$ cat config.mk
export PLATFORM = sky130hd
export DESIGN_NAME = spike_latency_encoder_flat
export DESIGN_NICKNAME = d
export VERILOG_FILES = /design/src/rtl/spike_latency_encoder_if.sv /design/src/rtl/spike_latency_encoder.sv /design/src/flat_wrapper.sv
export SDC_FILE = /design/constraint.sdc
export NUM_CORES = 1
export LEC_CHECK = 0
export BUFFER_PORTS_ARGS = -buffer_cell sky130_fd_sc_hd__buf_2
export CAP_MARGIN = 20
export CORE_ASPECT_RATIO = 1.4
export CORE_MARGIN = 3
export CORE_UTILIZATION = 55
export CTS_CLUSTER_DIAMETER = 80
export DETAILED_ROUTE_END_ITERATION = 8
export GPL_ROUTABILITY_DRIVEN = 0
export GPL_TIMING_DRIVEN = 1
export PLACE_DENSITY = 0.79
export RECOVER_POWER = 25
export SLEW_MARGIN = 20
export SYNTH_ARGS = -nofsm -noshare
export SYNTH_HDL_FRONTEND = slang
export SYNTH_SLANG_ARGS = --single-unit
$ cat constraint.sdc
create_clock -name i_clk -period 1.86 [get_ports i_clk]
set_input_delay 0.093 -clock i_clk [delete_from_list [all_inputs] [get_ports i_clk]]
set_output_delay 0.093 -clock i_clk [all_outputs]
set_load 0.01 [all_outputs]
$ cat src/rtl/spike_latency_encoder_if.sv
// spike_latency_encoder_if: start/pixel/spike bundle for spike_latency_encoder.
// i_abort is present only when ENC_ABORT_EN is defined.
interface spike_latency_encoder_if #(
    parameter int p_width = 8
);
    logic               i_start;
    logic [p_width-1:0] i_pixel_1;
    logic [p_width-1:0] i_pixel_2;
    logic [p_width-1:0] i_pixel_3;
    logic [p_width-1:0] i_pixel_4;
    logic [p_width-1:0] i_pixel_5;
    logic [p_width-1:0] i_pixel_6;
    logic [p_width-1:0] i_pixel_7;
    logic [p_width-1:0] i_pixel_8;
`ifdef ENC_ABORT_EN
    logic               i_abort;
`endif
    logic [8:1]         o_event;
    logic               o_busy;
    logic               o_done;
`ifdef ENC_ABORT_EN
    modport master (
        output i_start, i_pixel_1, i_pixel_2, i_pixel_3, i_pixel_4,
               i_pixel_5, i_pixel_6, i_pixel_7, i_pixel_8, i_abort,
        input  o_event, o_busy, o_done
    );
    modport slave (
        input  i_start, i_pixel_1, i_pixel_2, i_pixel_3, i_pixel_4,
               i_pixel_5, i_pixel_6, i_pixel_7, i_pixel_8, i_abort,
        output o_event, o_busy, o_done
    );
`else
    modport master (
        output i_start, i_pixel_1, i_pixel_2, i_pixel_3, i_pixel_4,
               i_pixel_5, i_pixel_6, i_pixel_7, i_pixel_8,
        input  o_event, o_busy, o_done
    );
    modport slave (
        input  i_start, i_pixel_1, i_pixel_2, i_pixel_3, i_pixel_4,
               i_pixel_5, i_pixel_6, i_pixel_7, i_pixel_8,
        output o_event, o_busy, o_done
    );
`endif
endinterface

$ cat src/rtl/spike_latency_encoder.sv
// spike_latency_encoder: 8-channel time-to-first-spike encoder, brighter pixels fire earlier.
// Define ENC_ABORT_EN to add i_abort, which cancels a running window.
module spike_latency_encoder #(
    parameter int p_width = 8,
    parameter int p_div   = 1
) (
    input  logic                   i_clk,
    input  logic                   i_rst_n,
    spike_latency_encoder_if.slave bus
);
    localparam int dw = (p_div > 1) ? $clog2(p_div) : 1;
    localparam logic [1:0] S_IDLE = 2'd0;
    localparam logic [1:0] S_RUN  = 2'd1;
    localparam logic [1:0] S_DONE = 2'd2;

    logic [p_width-1:0] pix_in [1:8];
    logic [p_width-1:0] pix_q  [1:8];
    logic [1:0]         state_q, state_d;
    logic [p_width-1:0] t_q, t_d;
    logic [dw-1:0]      d_q, d_d;
    logic [8:1]         event_q, event_d, fire;
    logic               start, tick, last, abort;

    assign pix_in[1] = bus.i_pixel_1;
    assign pix_in[2] = bus.i_pixel_2;
    assign pix_in[3] = bus.i_pixel_3;
    assign pix_in[4] = bus.i_pixel_4;
    assign pix_in[5] = bus.i_pixel_5;
    assign pix_in[6] = bus.i_pixel_6;
    assign pix_in[7] = bus.i_pixel_7;
    assign pix_in[8] = bus.i_pixel_8;

`ifdef ENC_ABORT_EN
    assign abort = bus.i_abort && state_q == S_RUN;
`else
    assign abort = 1'b0;
`endif

    // (2^w-1) - v is simply ~v in w bits
    for (genvar k = 1; k <= 8; k++) begin : g_ch
        assign fire[k] = (pix_q[k] != '0) && (t_q == ~pix_q[k]);
    end

    always_comb begin
        start   = state_q == S_IDLE && bus.i_start;
        tick    = state_q == S_RUN && d_q == dw'(p_div - 1);
        last    = tick && (&t_q);
        state_d = start ? S_RUN :
                  state_q == S_RUN ? (abort ? S_IDLE : last ? S_DONE : S_RUN) : S_IDLE;
        d_d     = (state_q != S_RUN || tick) ? '0 : d_q + dw'(1);
        t_d     = start ? '0 : tick ? t_q + p_width'(1) : t_q;
        event_d = (tick && !abort) ? fire : '0;
    end

    always_ff @(posedge i_clk or negedge i_rst_n) begin
        if (!i_rst_n) begin
            state_q <= S_IDLE;
            t_q     <= '0;
            d_q     <= '0;
            event_q <= '0;
            for (int i = 1; i <= 8; i++) pix_q[i] <= '0;
        end else begin
            state_q <= state_d;
            t_q     <= t_d;
            d_q     <= d_d;
            event_q <= event_d;
            if (start) for (int i = 1; i <= 8; i++) pix_q[i] <= pix_in[i];
        end
    end

    assign bus.o_event = event_q;
    assign bus.o_busy  = state_q == S_RUN;
    assign bus.o_done  = state_q == S_DONE;
endmodule

$ cat src/flat_wrapper.sv
// flat-port wrapper written by rule: the top's interface ports become plain ports
module spike_latency_encoder_flat 
#(
    parameter int p_width = 8,
    parameter int p_div   = 1
)
  (i_clk, i_rst_n, bus_i_start, bus_i_pixel_1, bus_i_pixel_2, bus_i_pixel_3, bus_i_pixel_4, bus_i_pixel_5, bus_i_pixel_6, bus_i_pixel_7, bus_i_pixel_8, bus_o_event, bus_o_busy, bus_o_done);
  spike_latency_encoder_if #(.p_width(p_width)) bus_i ();
  input  logic i_clk;
  input  logic i_rst_n;
  input wire logic [$bits(bus_i.i_start)-1:0] bus_i_start;
  input wire logic [$bits(bus_i.i_pixel_1)-1:0] bus_i_pixel_1;
  input wire logic [$bits(bus_i.i_pixel_2)-1:0] bus_i_pixel_2;
  input wire logic [$bits(bus_i.i_pixel_3)-1:0] bus_i_pixel_3;
  input wire logic [$bits(bus_i.i_pixel_4)-1:0] bus_i_pixel_4;
  input wire logic [$bits(bus_i.i_pixel_5)-1:0] bus_i_pixel_5;
  input wire logic [$bits(bus_i.i_pixel_6)-1:0] bus_i_pixel_6;
  input wire logic [$bits(bus_i.i_pixel_7)-1:0] bus_i_pixel_7;
  input wire logic [$bits(bus_i.i_pixel_8)-1:0] bus_i_pixel_8;
  output wire logic [$bits(bus_i.o_event)-1:0] bus_o_event;
  output wire logic [$bits(bus_i.o_busy)-1:0] bus_o_busy;
  output wire logic [$bits(bus_i.o_done)-1:0] bus_o_done;
  assign bus_i.i_start = bus_i_start;
  assign bus_i.i_pixel_1 = bus_i_pixel_1;
  assign bus_i.i_pixel_2 = bus_i_pixel_2;
  assign bus_i.i_pixel_3 = bus_i_pixel_3;
  assign bus_i.i_pixel_4 = bus_i_pixel_4;
  assign bus_i.i_pixel_5 = bus_i_pixel_5;
  assign bus_i.i_pixel_6 = bus_i_pixel_6;
  assign bus_i.i_pixel_7 = bus_i_pixel_7;
  assign bus_i.i_pixel_8 = bus_i_pixel_8;
  assign bus_o_event = bus_i.o_event;
  assign bus_o_busy = bus_i.o_busy;
  assign bus_o_done = bus_i.o_done;
  spike_latency_encoder #(.p_width(p_width), .p_div(p_div)) u_core (.i_clk(i_clk), .i_rst_n(i_rst_n), .bus(bus_i));
endmodule
# [Yosys cells after proc, flatten, opt, wreduce, memory -nomap -nowiden]
# Cells that the tools add are included.
[totals] reg_bits=83 output_inout_bits=10 input_bits=67 elab_cells=64
[op_classes] bitwise_logic=9 mux=7 add_sub_neg=2 eq_ne=11 reduce_logical=23
[op_table] op="$eq A8 B8 Y1" count=8
[op_table] op="$not A8 Y8" count=8
[op_table] op="$reduce_bool A8 Y1" count=8
[op_table] op="$mux W8" count=3
[op_table] op="$logic_and A1 B1 Y1" count=11
[op_table] op="$add A8 B1 Y8 const B" count=1
[op_table] op="$reduce_and A8 Y1" count=1
[op_table] op="$mux W2" count=3
[op_table] op="$eq A2 B1 Y1 const B" count=1
[op_table] op="$eq A2 B2 Y1 const B" count=1
[op_table] op="$logic_not A2 Y1" count=1
[op_table] op="$ne A2 B1 Y1 const B" count=1
[op_table] op="$reduce_bool A2 Y1" count=1
[op_table] op="$add A1 B1 Y1 const B" count=1
[op_table] op="$logic_or A1 B1 Y1" count=1
[op_table] op="$mux W1" count=1
[op_table] op="$not A1 Y1" count=1

# [Longest topological paths before layout]
[depth] word_depth=6 depth_mapped=6 depth_no_buf=5

# [Least setup slack after synthesis]
# No wires, ideal clock.
[synth_path] path_type="reg2reg" startpoint="reg u_core.state_q[1]" endpoint="reg u_core.t_q[7]" path_buffers=1 setup_ps=122 period_less_slack_ps=1458 stages_incl_launch_ff=6 path_slack_ps=402 arrival_time_ps=1337 required_ps=1738 cell_sequence="dfrtp_1 -> or3b_1 -> buf_6 -> nor4_4 -> xnor2_1 -> nor2_1"
[synth_between] elab_chain_len=3 word_cells_on_any_way=6 cone_classes="eq/ne (1); mux (1); reduce/logical (4)"
[synth_rtl] element="from (decl)" line="spike_latency_encoder.sv:18" text="logic [1:0] state_q, state_d;"
[synth_rtl] element="from (signal assigned)" line="spike_latency_encoder.sv:63" text="state_q <= state_d;"
[synth_rtl] element="$eq A2 B1 Y1 or $logic_not A2 Y1 (tied branches)" line="spike_latency_encoder.sv:46, spike_latency_encoder.sv:45"
[synth_rtl] element="$logic_and A1 B1 Y1, on equally long branches" line="spike_latency_encoder.sv:46, spike_latency_encoder.sv:45"
[synth_rtl] element="$reduce_bool A2 Y1 (no source line) or $mux W8 (tied branches)"
[synth_rtl] element="to (signal assigned)" line="spike_latency_encoder.sv:64" text="t_q <= t_d;"
[synth_rtl] element="to (decl)" line="spike_latency_encoder.sv:19" text="logic [p_width-1:0] t_q, t_d;"
# Parallel ways exist; a longest one is shown, timed or not.
# A chain may end at the register's enable or synchronous reset.

# [Worst setup path in the final report]
[layout_path] startpoint="reg u_core.state_q[1]" endpoint="reg u_core.t_q[3]"
# The elaborated chain is that of the path after synthesis.

==> reports/qor.csv <==
metric,value,unit
top_reg_cell synth,dfrtp_1,
Max Cap Viol,0,
Worst Max-Slew Pin Slew,1.32,ns
cell accounting for the most synthesized area,dfrtp_1,
fillers,461,
CP Max Fanout,9,
most common library cells after synthesis,"dfrtp_1 (83), mux2_2 (64), xnor2_1 (45)",
global-route track usage on met1,0.252,
GR met2 Demand/Resource,0.457,
TritonRoute pass-1 iters,5,
first-pass GRT wire length,15500,um
maximum level of the CTS H-tree,3,
Initial Util,0.574,
top cell type's share of synthesized area,0.511,
Num CTS Buffers,9,
CP required,2.13,ns
# rows,36,
die span in x,78.6,um
Slew HR,0.123,
Hold Slack,0.380,ns
Synth warnings,0,
DRC,0,
post-place setup slack,0.199,ns
Hold WC Path Type,primary input to register,
Core Area,0.00707,mm^2
Final Max Slew Viols,0,
initial antenna violation count,0,
synth top area cells,"dfrtp_1 (51%), mux2_2 (18%), xnor2_1 (9.7%), xor2_1 (5.4%), nor4_1 (3.2%)",
Fmax achieved,590,MHz
Worst EP arrival,1.97,ns
Crit. End Element,register,
setup TNS,0,ns
share of cells above drive strength 1,0.395,
Final HPWL DP,6090,um
leakage power figure,0.00234,uW
min Tclk post-route,1.69,ns
"Seq/Total Area, Yosys",0.511,
largest net degree at the start of global routing,57,
Peak VDD IR,845,uV
Antenna Cells,0,
# setup viols final,0,
busiest layer in global routing,met2,
clock tree sinks,83,
clock tree buffer depth,2,
Startpoint Class,register,
die area,0.00847,mm^2
synthesized instance count,314,
nets,531,
Routed WL per cell,17.0,um
area taken by multi-input logic gates,0.00186,mm^2
io pins,77,
Root Buffer,clkbuf_8,
syn avg cell area,12.9,um^2
total wire length,9580,um
Worst-Skew Late Latency,0.36,ns
CTS tree,built,
Die Ht,108,um
most frequent cell after synthesis,dfrtp_1,
status,completed,
cts repair resizes,0,
Port Buffer Count,76,
sequential cell area,0.00208,mm^2
via count,3004,
Post-Syn Area,0.00406,mm^2
"flops & latches, synth",83,
count of different cell masters after synthesis,31,
Async SR Flop Fraction,1.00,
global route overflow,0,
drt via density,5.34,
setup ws final,0.166,ns
Synthesized Nets,382,
antenna-violating nets left,0,
Critical Setup Path Class,register to register,
GRT Total Usage,0.242,
# Post-CTS Setup Buffers,0,
global routing met3 resource utilization,0.0570,
vias in the first global route,3289,
number of enable flip-flop cells after synthesis,0,
Area growth syn-to-layout,34.7,%
FF-to-FF path depth,3,
"Hold Vio Cnt, Final",0,
hold depth,4,
DRT iter0 DRCs,135,
part of the cycle the worst path needs,0.911,
skew final,0.0145,ns
RSZ-0062 raised after global routing,false,
clk slew on worst S/H paths,0.09,ns
P per Cell Area,1230,mW/mm^2
placed cells by master, fill, tap and decap left out, types with 7 or more instances in the layout:
cell type and count:
buf_2 75, buf_4 15, clkbuf_8 10, dfrtp_1 83, dlygate4sd3_1 65, mux2_2 64
nand2_1 7, nand4_1 9, nor2_1 7, nor4_1 21, xnor2_1 45, xor2_1 25
logic make-up (layout without fill, tap and decap cells):
family,Yosys count,after routing,synth area share
mux,64,64,0.177
other cells,1,1,0.000923
fa+ha+maj,1,1,0.00308
xor+xnor,70,70,0.151
simple gates,64,64,0.0998
buf+inv,22,176,0.0326
compound gates,9,9,0.0240
flops,83,83,0.511
layout make-up:
class / count / share of cell area
clock inverter: 6 / 0.0162
multi-input combinational: 209 / 0.340
sequential: 83 / 0.380
tap: 95 / 0.0217
clock buffer: 10 / 0.0252
timing repair buffer: 158 / 0.216
inverter: 2 / 0.00137
metal layers:
| metal | vias to the layer above | share of wire |
|---|---|---|
| met2 | 82 | 0.57 |
| met3 | 26 | 0.042 |
| met1 | 1491 | 0.36 |
| met4 | 0 | 0.024 |
| met5 | - | 0 |
| li1 | 1405 | - |
path summary, 6_finish.rpt:
kind	from	end	slack, ns
max in group asynchronous	i_rst_n	u_core.pix_q[45]	0.50
worst min register to register	u_core.pix_q[50]	u_core.pix_q[50]	0.53
worst max-delay path	u_core.state_q[1]	u_core.t_q[3]	0.17
min in group asynchronous	i_rst_n	u_core.pix_q[12]	0.56
worst max register to register	u_core.state_q[1]	u_core.t_q[3]	0.17
worst min-delay path	bus_i_start	u_core.t_q[5]	0.38
worst max-delay path, cell delays in order (launching register included):
cell and delay (ns):
dfrtp_1 0.44, or3b_1 0.59, or3_1 0.41, a21oi_1 0.16
flip-flops by register name, indices dropped and copies added, names as in the netlist:
register and cells:
u_core.pix_q 64, u_core.d_q 1, u_core.t_q 8, u_core.state_q 2, u_core.bus.o_event 8
where the power goes:
| part | switching, uW | internal, uW | total, uW |
|---|---|---|---|
| clock | 658 | 792 | 1450 |
| combinational | 888 | 1300 | 2190 |
| sequential | 692 | 2410 | 3100 |
| total | 2240 | 4500 | 6740 |
per-stage QoR:
stage,instance area (um^2),cells,util,total power [uW]
final,5470,563,0.774,6740
after global routing,5470,563,0.774,7130
after CTS,5470,563,0.774,6730
after detailed placement,4600,482,0.650,5160
after global placement,4600,482,0.650,5060
after floorplan,4060,314,-,4570
timing repair:
| item | CTS | global route |
|---|---|---|
| hold buffers | 65 | 0 |
| endpoints found under the setup margin | 0 | 0 |
| endpoints found under the hold margin | 116 | 0 |
No activity file was read; power rests on OpenSTA's default activity.
